$ cat src/rtl/count_run_ctrl.sv
// Run/pause/done controller for a 4-digit BCD counter: synchronizes the operator
// buttons, divides the clock down to count ticks and stops at the terminal count.
module count_run_ctrl #(
    parameter int unsigned TICK_DIV = 50000000,
    parameter logic [3:0]  TC3      = 4'd9,
    parameter logic [3:0]  TC2      = 4'd6,
    parameter logic [3:0]  TC1      = 4'd7,
    parameter logic [3:0]  TC0      = 4'd5
) (
    input  logic       clk,
    input  logic       rst,
    input  logic       start_btn,
    input  logic       stop_btn,
    input  logic       clr_btn,
    input  logic [3:0] Qdata3,
    input  logic [3:0] Qdata2,
    input  logic [3:0] Qdata1,
    input  logic [3:0] Qdata0,
    output logic       cnt_tick,
    output logic       cnt_clr,
    output logic [1:0] state,
    output logic       running,
    output logic       done
);

    localparam int unsigned    PW       = $clog2(TICK_DIV);
    localparam logic [PW-1:0]  PRE_LAST = PW'(TICK_DIV - 1);

    typedef enum logic [1:0] {
        S_IDLE  = 2'd0,
        S_RUN   = 2'd1,
        S_PAUSE = 2'd2,
        S_DONE  = 2'd3
    } state_t;

    state_t        st, st_nx;
    logic [PW-1:0] pre, pre_nx;
    logic          clr_nx;

    // Button vectors are packed as {clr, stop, start}.
    logic [2:0] btn_p0, btn_p1, btn_p2, armed;
    logic       vld_p0, vld_p1;
    logic [2:0] ev;
    logic       ev_start, ev_stop, ev_clr;
    logic       at_tc;

    // Stage 0/1 synchronize, stage 2 remembers the previous level for edge detection.
    // A button is only armed once a genuine post-reset low has been seen, so a
    // button held through reset release cannot fire.
    always_ff @(posedge clk) begin
        if (rst) begin
            btn_p0 <= '0;
            btn_p1 <= '0;
            btn_p2 <= '0;
            armed  <= '0;
            vld_p0 <= 1'b0;
            vld_p1 <= 1'b0;
        end else begin
            btn_p0 <= {clr_btn, stop_btn, start_btn};
            btn_p1 <= btn_p0;
            btn_p2 <= btn_p1;
            armed  <= armed | ({3{vld_p1}} & ~btn_p1);
            vld_p0 <= 1'b1;
            vld_p1 <= vld_p0;
        end
    end

    assign ev       = btn_p1 & ~btn_p2 & armed;
    assign ev_start = ev[0];
    assign ev_stop  = ev[1];
    assign ev_clr   = ev[2];
    assign at_tc    = ({Qdata3, Qdata2, Qdata1, Qdata0} == {TC3, TC2, TC1, TC0});

    always_ff @(posedge clk) begin
        if (rst) begin
            st      <= S_IDLE;
            pre     <= '0;
            cnt_clr <= 1'b1;
        end else begin
            st      <= st_nx;
            pre     <= pre_nx;
            cnt_clr <= clr_nx;
        end
    end

    always_comb begin
        st_nx  = st;
        pre_nx = pre;
        clr_nx = 1'b0;
        if (ev_clr) begin
            st_nx  = S_IDLE;
            pre_nx = '0;
            clr_nx = 1'b1;
        end else begin
            case (st)
                S_IDLE: begin
                    if (!ev_stop && ev_start) begin
                        st_nx  = S_RUN;
                        pre_nx = '0;
                    end
                end
                S_RUN: begin
                    if (ev_stop) begin
                        st_nx = S_PAUSE;
                    end else if (pre == PRE_LAST) begin
                        pre_nx = '0;
                        if (at_tc) st_nx = S_DONE;
                    end else begin
                        pre_nx = pre + PW'(1);
                    end
                end
                S_PAUSE: begin
                    if (!ev_stop && ev_start) st_nx = S_RUN;
                end
                S_DONE: begin
                    // Stop is ignored here; a start restarts the count from zero.
                    if (ev_start) begin
                        st_nx  = S_RUN;
                        pre_nx = '0;
                        clr_nx = 1'b1;
                    end
                end
                default: begin
                    st_nx  = S_IDLE;
                    pre_nx = '0;
                end
            endcase
        end
    end

    always_comb begin
        state    = st;
        running  = !rst && (st == S_RUN);
        done     = !rst && (st == S_DONE);
        cnt_tick = !rst && (st == S_RUN) && (pre == PRE_LAST)
                   && !ev_stop && !ev_clr && !at_tc;
    end

endmodule
$ cat config.mk
export PLATFORM = sky130hd
export DESIGN_NAME = count_run_ctrl
export DESIGN_NICKNAME = d
export VERILOG_FILES = /design/src/rtl/count_run_ctrl.sv
export SDC_FILE = /design/constraint.sdc
export NUM_CORES = 1
export LEC_CHECK = 0
export BUFFER_PORTS_ARGS = -buffer_cell sky130_fd_sc_hd__buf_2
export CELL_PAD_IN_SITES_DETAIL_PLACEMENT = 2
export CELL_PAD_IN_SITES_GLOBAL_PLACEMENT = 2
export CORE_UTILIZATION = 34
export CTS_CLUSTER_DIAMETER = 30
export DETAILED_ROUTE_END_ITERATION = 10
export GPL_ROUTABILITY_DRIVEN = 0
export HOLD_SLACK_MARGIN = 0.06
export PLACE_DENSITY = 0.82
export SYNTH_ARGS = -nofsm -noshare
export SYNTH_HDL_FRONTEND = slang
export SYNTH_SLANG_ARGS = --single-unit
$ cat constraint.sdc
create_clock -name clk -period 2.8 [get_ports clk]
set_clock_uncertainty 0.05 [all_clocks]
set_input_delay 0.7 -clock clk [delete_from_list [all_inputs] [get_ports clk]]
set_output_delay 0.7 -clock clk [all_outputs]
set_load 0.01 [all_outputs]
==> metrics.yaml <==
drt-pass1-iter-count: 4
netlist.area_leader.share_pct: 44.0
compound_gate_portion_of_the_synthesized_area_pct: 17.5
period_minus_slack_ns: 2.70
area.growth.synth_to_final_pct: 18.2
ys_warn_count: 0
dp.final_hpwl_mm: 4.01
initial_utilization_pct: 35.3
placementRows: 27
timing.critical_path.to_type: "primary output"
critical_path_required_ns: 2.05
cts-buffers-inserted: 5
worst-setup-path-type: "reg -> out"
yosys.cell_types.count: 46
totalWireLength_mm: 5.44
clkTransAtPathRegs_ns: 0.10
headroom_to_the_max_slew_limit_pct: 49.2
pwr_per_cell_area_nw_per_um2: 483
clock_tree.root_cell: "clkbuf_8"
clock-sinks: 43
grt-ovfl-total: 0
finish.cell_count_without_fillers: 329
period_share_pct: 96.6
largest_family_of_logic_cells_by_synthesized_area: "simple AND/OR/NAND/NOR gates"
cts_tree: "built"
ys_ff_latch: 43
drt-initial-drc-count: 71
synthXorXnorAreaFrac_pct: 4.92
worst-slew-pin-transition_ns: 0.757
die_width_um: 77.9
worst_ep_arrival_time_ns: 1.95
syn-num-nets: 245
viasPerCell: 5.48
fill_cells: 630
area.sequential_sq_um: 866
detail_route.drc_violations: 0
post_synth_and_or_nand_nor_area_fraction_pct: 29.3
antenna_found_initial: 0
muxShareOfSynthArea_pct: 0
maxCapViolCount: 0
worst-path-max-fanout: 4
vias: 1804
syn_area_per_cell_sq_um: 8.78
wire_per_inst_um: 16.5
netlist_area_sq_um: 1960
rsz0062_at_grt: "false"
placed_cells_incl_taps: 321
htree_num_levels: 2
irDropWorstVdd_mv: 0.347
yosysTopAreaCell: "dfxtp_1"
fin_setup_tns_ns: 0
post_synth_fa_ha_maj_area_fraction_pct: 0.639
outcome: "completed"
post_synth_inst_count: 223
placement.io_buffers: 26
die_height_um: 77.9
insertion_delay_ns: 0.31
remaining_antenna_violation_count: 0
ioPinCount: 27
ys_seq_area_share_pct: 44.0
static-leakage-power_nw: 0.803
cts-root-to-sink-buffers: 2
hold_fix_buffer_count_after_cts: 0
setup_viol_count_final: 0
wire_length_of_the_first_global_routing_pass_mm: 9.27
drv_slew: 0
timing.reg2reg.setup_slack_ns: 0.54
grt.total_usage_pct: 19.6
area_used_by_multi_input_combinational_logic_sq_um: 1050
dieArea_sq_um: 6060
layout.nets: 278
fp.coreArea_sq_um: 5540
first_global_vias: 1987
start_kind: "flip-flop"
max_clock_freq_mhz: 370
maximum_number_of_pins_on_one_net_before_global_route_repair: 18
yosys-top-cells-area: "dfxtp_1 (44%), a21oi_1 (4.6%), nor2_1 (4.6%), xor2_1 (4.5%), o21ai_0 (4.1%)"
report.final.hold_viol_count: 0
drive_gt1_share_pct: 24.5
diodes: 0
worstHoldPathType: "reg -> reg"
cells by family (layout without fill, tap and decap cells):
family / Yosys count / in the layout
fa+ha+maj: 1 / 1
xor+xnor: 11 / 11
flops: 43 / 43
compound gates: 54 / 54
buf+inv: 14 / 48
simple gates: 100 / 100
through the flow:
stage / hold slack (ns) / utilization (%) / worst slack [ns] / area [sq um] / total power [mW]
finish: 0.405 / 41.7 / 0.0956 / 2310 / 1.12
global route: 0.429 / 41.7 / 0.0125 / 2310 / 1.17
CTS: 0.410 / 41.4 / 0.0120 / 2290 / 1.13
detailed placement: 0.381 / 39.4 / 0.243 / 2180 / 0.701
global placement: 0.366 / 39.4 / 0.299 / 2180 / 0.697
floorplan: 0.364 / - / 0.375 / 1960 / 0.674
registers in the layout (all words and copies together), names as in the netlist:
register / count
btn_p2: 3
armed: 3
cnt_clr: 1
pre: 26
btn_p1: 3
state: 2
vld_p0: 1
btn_p0: 3
vld_p1: 1
area by class of cell:
type                    instances  share of cell area, %
multi-input cells             166                   45.5
well taps                      72                   3.90
clock inverters                 3                   1.14
clock buffers                   5                   2.98
repair buffers                 33                   7.90
inverters                       7                   1.14
flip-flops and latches         43                   37.4
per-layer routing:
layer / wire length (um) / track usage [%]
met4: 63 / 5.66
met1: 2410 / 22.6
met2: 2820 / 35.8
met3: 150 / 4.35
met5: 0 / 0
placed cells by master, fill, tap and decap left out, types with 3 or more instances in the layout:
cell type | netlist | routed
buf_2 | 4 | 26
o2111ai_1 | 3 | 3
or3_1 | 9 | 9
a21oi_1 | 18 | 18
nor3_2 | 3 | 3
nor2_1 | 24 | 24
o211ai_1 | 4 | 4
nand4_1 | 4 | 4
o31ai_1 | 3 | 3
inv_1 | 7 | 7
nor3_1 | 5 | 5
dfxtp_2 | 0 | 4
and3_1 | 3 | 3
xor2_1 | 10 | 10
nor2_2 | 3 | 3
o21ai_0 | 16 | 16
nor2b_1 | 8 | 7
nand3_1 | 7 | 7
nand2_1 | 15 | 15
clkbuf_8 | 0 | 5
buf_4 | 0 | 7
dfxtp_1 | 43 | 39
critical path, stage by stage, from the launching register on:
cell and delay, ns:
dfxtp_2 0.35, or4b_4 0.55, nor4_4 0.13, nand4_1 0.16
nor4b_2 0.29, buf_2 0.16
path summary, 6_finish.rpt:
kind	start	endpoint	cells after the start
worst max register to register	state[1]$_SDFFE_PP0P_	pre[25]$_SDFFE_PP0P_	6
worst min-delay path	btn_p0[1]$_SDFF_PP0_	btn_p1[1]$_SDFF_PP0_	1
worst min register to register	btn_p0[1]$_SDFF_PP0_	btn_p1[1]$_SDFF_PP0_	1
worst max-delay path	pre[11]$_SDFFE_PP0P_	cnt_tick	5
cell usage after synthesis, drive strengths merged:
| cell type | instances |
|---|---|
| nor4b | 1 |
| a21oi | 19 |
| o21ai | 19 |
| nand2b | 1 |
| ha | 1 |
| nor4 | 2 |
| xor2 | 10 |
| nor3b | 1 |
| dfxtp | 43 |
| and3b | 1 |
| nand2 | 15 |
| nor2b | 8 |
| and2 | 1 |
| nor2 | 27 |
| nand4b | 1 |
| nand4 | 4 |
| and3 | 5 |
| clkbuf | 1 |
| xnor2 | 1 |
| o21ba | 1 |
| nor4bb | 2 |
| o211ai | 4 |
| o2111ai | 3 |
| or3 | 9 |
| or4b | 2 |
| o21a | 1 |
| o31ai | 3 |
| and4bb | 1 |
| a31oi | 2 |
| a2111oi | 1 |
| inv | 7 |
| or4 | 2 |
| nor3 | 8 |
| o22ai | 1 |
| nand3b | 2 |
| buf | 6 |
| nand3 | 7 |
report_power, final:
group | total, mW | switching [mW] | internal, mW | leakage [nW]
Combinational | 0.0565 | 0.0313 | 0.0251 | 0.402
Sequential | 0.629 | 0.00664 | 0.623 | 0.352
Clock | 0.432 | 0.248 | 0.184 | 0.0491
what timing repair did:
item,in CTS,in global routing
setup buffers,0,0
pin swaps,2,3
resized for setup,2,7
endpoints found under the setup margin,1,1
No activity file was read; power rests on OpenSTA's default activity.
